**src/rtl/hsv_adjust_pipe.sv**
```systemverilog
// hsv_adjust_pipe: HSV-domain adjust stage (hue rotate, saturation/value gain
// with clamping) with a fixed 3-cycle latency and frame-start control shadowing.
// Ports:
//   clk, rst                 clock, asynchronous active-low reset
//   h_in/s_in/v_in           input pixel (hue, saturation, value)
//   valid_in/sop_in/eop_in   pixel valid and frame framing sideband
//   gain_s/gain_v            unsigned gains, GF fractional bits
//   hue_off                  signed hue offset, -H_MAX..+H_MAX
//   bypass                   pass H/S/V unchanged with the same latency
//   h_out/s_out/v_out        adjusted pixel
//   valid_out/sop_out/eop_out sideband delayed by 3 cycles
//   frame_err                1-cycle pulse on a framing error
//   frame_cnt                completed frame count (wrapping)
module hsv_adjust_pipe #(
    parameter int unsigned HW    = 9,
    parameter int unsigned H_MAX = 359,
    parameter int unsigned SW    = 11,
    parameter int unsigned VW    = 8,
    parameter int unsigned GW    = 9,
    parameter int unsigned GF    = 8,
    parameter int unsigned FCW   = 16
) (
    input  logic                 clk,
    input  logic                 rst,
    input  logic [HW-1:0]        h_in,
    input  logic [SW-1:0]        s_in,
    input  logic [VW-1:0]        v_in,
    input  logic                 valid_in,
    input  logic                 sop_in,
    input  logic                 eop_in,
    input  logic [GW-1:0]        gain_s,
    input  logic [GW-1:0]        gain_v,
    input  logic signed [HW:0]   hue_off,
    input  logic                 bypass,
    output logic [HW-1:0]        h_out,
    output logic [SW-1:0]        s_out,
    output logic [VW-1:0]        v_out,
    output logic                 valid_out,
    output logic                 sop_out,
    output logic                 eop_out,
    output logic                 frame_err,
    output logic [FCW-1:0]       frame_cnt
);

    localparam int unsigned HSW = HW + 2;
    localparam int unsigned PSW = SW + GW;
    localparam int unsigned PVW = VW + GW;

    localparam logic [GW-1:0]         GAIN_ONE = GW'(1 << GF);
    localparam logic [HW-1:0]         H_MAX_U  = HW'(H_MAX);
    localparam logic signed [HSW-1:0] H_MAX_S  = HSW'(H_MAX);
    localparam logic signed [HSW-1:0] H_MOD_S  = HSW'(H_MAX + 1);
    localparam logic [PSW-1:0]        S_SAT    = PSW'({SW{1'b1}});
    localparam logic [PVW-1:0]        V_SAT    = PVW'({VW{1'b1}});

    typedef enum logic {IDLE, ACTIVE} state_e;

    // Shadowed controls; _d is also what the current pixel uses
    logic [GW-1:0]      sh_gs_q, sh_gs_d, sh_gv_q, sh_gv_d;
    logic signed [HW:0] sh_off_q, sh_off_d;
    logic               sh_byp_q, sh_byp_d;
    logic               sop_hit;

    // Stage 1
    logic [HW-1:0]      h1_q, h1_d;
    logic [SW-1:0]      s1_q;
    logic [VW-1:0]      v1_q;
    logic [GW-1:0]      gs1_q, gv1_q;
    logic signed [HW:0] off1_q;
    logic               byp1_q, vld1_q, sop1_q, eop1_q;

    // Stage 2
    logic signed [HSW-1:0] hsum2_q, hsum2_d;
    logic [PSW-1:0]        ps2_q, ps2_d;
    logic [PVW-1:0]        pv2_q, pv2_d;
    logic [HW-1:0]         h2_q;
    logic [SW-1:0]         s2_q;
    logic [VW-1:0]         v2_q;
    logic                  byp2_q, vld2_q, sop2_q, eop2_q;

    // Stage 3 (outputs)
    logic [HW-1:0]         h3_q, h3_d;
    logic [SW-1:0]         s3_q, s3_d;
    logic [VW-1:0]         v3_q, v3_d;
    logic                  vld3_q, sop3_q, eop3_q;
    logic signed [HSW-1:0] hwrap;
    logic [PSW-1:0]        ps_sh;
    logic [PVW-1:0]        pv_sh;

    // Framing tracker
    state_e          state_q;
    logic            err_q;
    logic [FCW-1:0]  cnt_q;

    // Controls captured at frame start also apply to the sop pixel itself
    always_comb begin
        sop_hit  = valid_in & sop_in;
        sh_gs_d  = sop_hit ? gain_s  : sh_gs_q;
        sh_gv_d  = sop_hit ? gain_v  : sh_gv_q;
        sh_off_d = sop_hit ? hue_off : sh_off_q;
        sh_byp_d = sop_hit ? bypass  : sh_byp_q;
        h1_d     = (h_in > H_MAX_U) ? H_MAX_U : h_in;
    end

    // Shadow control registers
    always_ff @(posedge clk or negedge rst) begin
        if (!rst) begin
            sh_gs_q  <= GAIN_ONE;
            sh_gv_q  <= GAIN_ONE;
            sh_off_q <= '0;
            sh_byp_q <= 1'b0;
        end else begin
            sh_gs_q  <= sh_gs_d;
            sh_gv_q  <= sh_gv_d;
            sh_off_q <= sh_off_d;
            sh_byp_q <= sh_byp_d;
        end
    end

    // Stage 2 arithmetic: signed hue sum, full-width products
    always_comb begin
        hsum2_d = HSW'(h1_q) + HSW'(off1_q);
        ps2_d   = PSW'(s1_q) * PSW'(gs1_q);
        pv2_d   = PVW'(v1_q) * PVW'(gv1_q);
    end

    // Stage 3: single-step hue wrap (sum is within -H_MAX..2*H_MAX), truncating shift, clamp
    always_comb begin
        hwrap = hsum2_q;
        if (hsum2_q > H_MAX_S) begin
            hwrap = hsum2_q - H_MOD_S;
        end else if (hsum2_q[HSW-1]) begin
            hwrap = hsum2_q + H_MOD_S;
        end
        ps_sh = ps2_q >> GF;
        pv_sh = pv2_q >> GF;
        h3_d  = hwrap[HW-1:0];
        s3_d  = (ps_sh > S_SAT) ? {SW{1'b1}} : ps_sh[SW-1:0];
        v3_d  = (pv_sh > V_SAT) ? {VW{1'b1}} : pv_sh[VW-1:0];
        if (byp2_q) begin
            h3_d = h2_q;
            s3_d = s2_q;
            v3_d = v2_q;
        end
    end

    // Pipeline registers; data advances every cycle
    always_ff @(posedge clk or negedge rst) begin
        if (!rst) begin
            h1_q <= '0; s1_q <= '0; v1_q <= '0;
            gs1_q <= '0; gv1_q <= '0; off1_q <= '0;
            byp1_q <= 1'b0; vld1_q <= 1'b0; sop1_q <= 1'b0; eop1_q <= 1'b0;
            hsum2_q <= '0; ps2_q <= '0; pv2_q <= '0;
            h2_q <= '0; s2_q <= '0; v2_q <= '0;
            byp2_q <= 1'b0; vld2_q <= 1'b0; sop2_q <= 1'b0; eop2_q <= 1'b0;
            h3_q <= '0; s3_q <= '0; v3_q <= '0;
            vld3_q <= 1'b0; sop3_q <= 1'b0; eop3_q <= 1'b0;
        end else begin
            h1_q <= h1_d; s1_q <= s_in; v1_q <= v_in;
            gs1_q <= sh_gs_d; gv1_q <= sh_gv_d; off1_q <= sh_off_d;
            byp1_q <= sh_byp_d; vld1_q <= valid_in; sop1_q <= sop_in; eop1_q <= eop_in;
            hsum2_q <= hsum2_d; ps2_q <= ps2_d; pv2_q <= pv2_d;
            h2_q <= h1_q; s2_q <= s1_q; v2_q <= v1_q;
            byp2_q <= byp1_q; vld2_q <= vld1_q; sop2_q <= sop1_q; eop2_q <= eop1_q;
            h3_q <= h3_d; s3_q <= s3_d; v3_q <= v3_d;
            vld3_q <= vld2_q; sop3_q <= sop2_q; eop3_q <= eop2_q;
        end
    end

    // Frame tracker: only valid cycles are considered; error is a 1-cycle pulse
    always_ff @(posedge clk or negedge rst) begin
        if (!rst) begin
            state_q <= IDLE;
            err_q   <= 1'b0;
            cnt_q   <= '0;
        end else begin
            err_q <= 1'b0;
            if (valid_in) begin
                case (state_q)
                    IDLE: begin
                        if (sop_in) begin
                            if (eop_in) begin
                                cnt_q <= cnt_q + FCW'(1);
                            end else begin
                                state_q <= ACTIVE;
                            end
                        end else begin
                            err_q <= 1'b1;
                        end
                    end
                    ACTIVE: begin
                        if (sop_in) begin
                            err_q <= 1'b1;
                            if (eop_in) begin
                                cnt_q   <= cnt_q + FCW'(1);
                                state_q <= IDLE;
                            end
                        end else if (eop_in) begin
                            cnt_q   <= cnt_q + FCW'(1);
                            state_q <= IDLE;
                        end
                    end
                endcase
            end
        end
    end

    assign h_out     = h3_q;
    assign s_out     = s3_q;
    assign v_out     = v3_q;
    assign valid_out = vld3_q;
    assign sop_out   = sop3_q;
    assign eop_out   = eop3_q;
    assign frame_err = err_q;
    assign frame_cnt = cnt_q;

endmodule

```
**config.mk**
```make
export PLATFORM = sky130hd
export DESIGN_NAME = hsv_adjust_pipe
export DESIGN_NICKNAME = d
export VERILOG_FILES = /design/src/rtl/hsv_adjust_pipe.sv
export SDC_FILE = /design/constraint.sdc
export NUM_CORES = 1
export LEC_CHECK = 0
export CAP_MARGIN = 20
export CORE_MARGIN = 2
export CORE_UTILIZATION = 53
export CTS_CLUSTER_DIAMETER = 200
export DETAILED_ROUTE_END_ITERATION = 10
export GPL_TIMING_DRIVEN = 0
export PLACE_DENSITY_LB_ADDON = 0.3
export SYNTH_ARGS = -nofsm -noshare
export SYNTH_HDL_FRONTEND = slang
export SYNTH_SLANG_ARGS = --single-unit
```
**constraint.sdc**
```tcl
create_clock -name clk -period 4.09 [get_ports clk]
set_input_delay 0.818 -clock clk [delete_from_list [all_inputs] [get_ports clk]]
set_output_delay 0.818 -clock clk [all_outputs]
set_load 0.01 [all_outputs]
```
==> out/qor.txt <==
Status: complete, but fails checks
Failing checks: setup timing
CTS tree: yes
Clock tree sinks: 175
Layout area overhead: 27.2%
Power per cell area: 748 mW/mm2
Ant diodes: 0
CTS H-tree depth: 4
Initial antenna violation count: 0
Final core utilization: 68.1%
Worst-margin pin slew: 0.931 ns
Hold Path Class: in -> async
Most used standard cell by instance count after synthesis: dfrtp_1
Final Setup Violations: 13
DR vias/cell: 5.23
Crit path max fanout: 4
Most frequent cells after synthesis: 173 x dfrtp_1, 152 x inv_1, 110 x nand2_1, 105 x fa_1, 101 x and2_1
Worst-path clk slew: 0.07 ns
Fin nets: 1447
Critical Path RT: 4.43 ns
Crit-path leading delay family: adder cells
Initial Util: 53.5%
CP Capture Type: register
DIE AREA: 0.0222 mm2
Vias in the first global route: 8027
Fill cells: 1556
Sw Share: 40.2%
Die Wd: 149 um
# port buffers: 109
Crit-path slowest cell: fa_1
Routability cong.: 0.846
Initial DRC count: 454
Drt pass-1 iters: 5
Most common cell on crit path: fa_1
Number of synthesized flops with an enable pin: 0
Final ANT Viol Nets: 0
Max-slew headroom: 38.0%
FP Rows: 53
WL final: 25200 um
Top Ports: 110
DP Wirelength: 16900 um
Largest net degree at the start of global routing: 115
First-pass GRT wire length: 40900 um
Cell taking the most area after synthesis: dfrtp_1
Startpoint types: register
Syn nets: 1265
Internal power: 6.34 mW
Clock Tree Root: clkbuf_16
RSZ-0062 raised after global routing: yes
Fin crit share: 108%
Register area share after synthesis: 39.3%
Flop pwr share: 22.6%
Max Clock Skew: 0.00930 ns
Setup WS pre-CTS: -0.519 ns
Fmax: 225 MHz
Congestion Overflow GR: 0
Ys async rst share: 100%
Leak: 6.68 nW
WHS: 0.301 ns
Worst vdd ir: 0.624 mV
Top FF cell, synth: dfrtp_1
Post-synthesis average cell area: 11.0 um2
Share of cells above drive strength 1: 20.3%
Comb power frac: 61.8%
Psw: 4.26 mW
Worst path cell trace: buf_6, buf_6, nand2_2, fa_1, inv_2, fa_1, inv_1, fa_1, inv_2, fa_1, ha_1, o21a_1, o21ai_2, o21ba_4, a211oi_4, a21oi_4, and4_1, nor3_2
Clock power frac: 15.6%
Final count of pins violating max slew: 0
Worst skew pair latency: 0.43 ns
Mapped cell area: 0.0111 mm2
Number of library cell types mapped by synthesis: 58
Final hold vios: 0
GRT Total Usage: 23.9%
Largest cells by area after synthesis: dfrtp_1 39%, fa_1 19%, ha_1 9.3%, and2_1 5.7%, inv_1 5.1%
Area of the multi-input gates: 0.00647 mm2
WP buf/inv: 5
Drc violations: 0
Post-synth top area share: 38.8%
Num CTS Buffers: 17
Syn Inst Count: 1015
Period minus WS final: 4.44 ns
Max clock buf depth: 2
Max cap viols: 0
Yosys warns: 0
Kind of critical path: reg -> reg
Die height: 149 um
Core box area: 0.0208 mm2
Worst setup margin: -0.347 ns
FF+latch count, synth: 175
Register Area: 0.00441 mm2
Arr. time, crit path: 4.78 ns
Via count: 7762
Hold-fix buffer count after cts: 0
Drt wl/cell: 17.0 um
Critical Path Max Stage Delay: 0.50 ns
R2R Setup Slk: -0.35 ns
==> path summary, 6_finish.rpt <==
check                         from         to  cells after the start
max                        s1_q[5]  ps2_q[19]                     18
min                            rst   h_out[0]                      1
max reg2reg                s1_q[5]  ps2_q[19]                     18
min reg2reg                 eop1_q     eop2_q                      0
max in group asynchronous      rst   gs1_q[5]                      2
min in group clk            eop1_q     eop2_q                      0
==> through the flow <==
stage | total power, mW | cell area [um2] | instances | setup TNS, ns
5_1_grt | 11.5 | 14200 | 1485 | -4.60
3_5_place_dp | 7.86 | 12800 | 1400 | -4.03
4_1_cts | 10.1 | 13900 | 1474 | -1.84
2_1_floorplan | 6.49 | 11400 | 1015 | -0.0235
6_report | 10.6 | 14200 | 1485 | -2.40
3_3_place_gp | 7.66 | 12800 | 1399 | -837.14
==> logic make-up (layout without fill, tap and decap cells) <==
group,after synthesis,in the layout,synth area share (%)
xor gates and xnor gates,44,44,3.46
buffers and inverters,178,373,5.99
and+or+nand+nor,308,308,13.8
adders and majority gates,188,188,28.2
DFF,175,175,39.3
muxes,33,33,3.33
AOI/OAI and AO/OA,89,89,5.95
==> metal layers <==
layer / GRT usage [%] / up-vias / part of all wire (%)
met2: 39.4 / 250 / 49
met4: 7.76 / 0 / 3.1
met5: 0 / - / 0
li1: - / 3570 / -
met1: 32.5 / 3882 / 43
met3: 4.13 / 60 / 5.4
==> cell usage in the layout, fill, tap and decap left out, drive strengths merged, types with 2 or more instances in the layout <==
| cell type | n |
|---|---|
| dfrtp | 173 |
| inv | 160 |
| nand2 | 110 |
| clkdlybuf4s50 | 108 |
| fa | 105 |
| and2 | 101 |
| ha | 83 |
| buf | 61 |
| nor2 | 47 |
| clkbuf | 39 |
| o21ai | 37 |
| xnor2 | 35 |
| mux2 | 33 |
| nand2b | 12 |
| xor2 | 9 |
| a21oi | 9 |
| nand3 | 8 |
| nand4 | 6 |
| a21o | 5 |
| o21a | 5 |
| nor3 | 5 |
| o311ai | 5 |
| nor2b | 4 |
| o211a | 3 |
| a31oi | 3 |
| clkinvlp | 3 |
| a21boi | 3 |
| o21bai | 3 |
| nand4b | 2 |
| or4 | 2 |
| o41ai | 2 |
| or3 | 2 |
| and3 | 2 |
| dfstp | 2 |
| a211oi | 2 |
| a2111oi | 2 |
| nor4 | 2 |
| o31ai | 2 |
==> registers in the layout (all words and copies together) (netlist names), 8 cells and up <==
name and cells:
s_out 11, h1_q 9, s1_q 11, s2_q 11, frame_cnt 16, v1_q 8
v2_q 8, h_out 9, h2_q 9, off1_q 10, hsum2_q 11, gv1_q 9
pv2_q 9, gs1_q 9, v_out 8, ps2_q 12
==> final cells by class <==
type	count	area share, %
Multi-Input combinational cell	662	45.6
Sequential cell	175	31.1
Timing Repair Buffer	165	11.2
Inverter	152	4.02
Clock buffer	19	3.19
Tap cell	275	2.43
Buffer	24	1.42
Clock inverter	13	1.01
==> repair_timing <==
item                       4_1_cts  5_1_grt
setup endpoints to repair       16       17
gates cloned                     3        1
resized for setup               53       40
hold endpoints to repair         0        0
pin swaps                       46       27
setup buffers                   41       11
==> power groups by stage <==
stage,sequential (mW),combinational (mW),clock (mW)
2_1_floorplan,2.42,4.08,0
3_3_place_gp,2.42,5.25,0
3_5_place_dp,2.42,5.44,0
4_1_cts,2.39,6.00,1.68
5_1_grt,2.43,7.26,1.77
6_report,2.40,6.55,1.66
==> worst reg2reg max path: stages, from the launching register on <==
cell      delay [ns]
dfrtp_2         0.42
buf_6           0.14
buf_6           0.10
nand2_2         0.05
fa_1            0.49
inv_2           0.04
fa_1            0.48
inv_1           0.05
fa_1            0.50
inv_2           0.04
fa_1            0.43
ha_1            0.29
o21a_1          0.13
o21ai_2         0.12
o21ba_4         0.20
a211oi_4        0.35
a21oi_4         0.14
and4_1          0.21
nor3_2          0.18
Power figures use the tool's default switching activity.
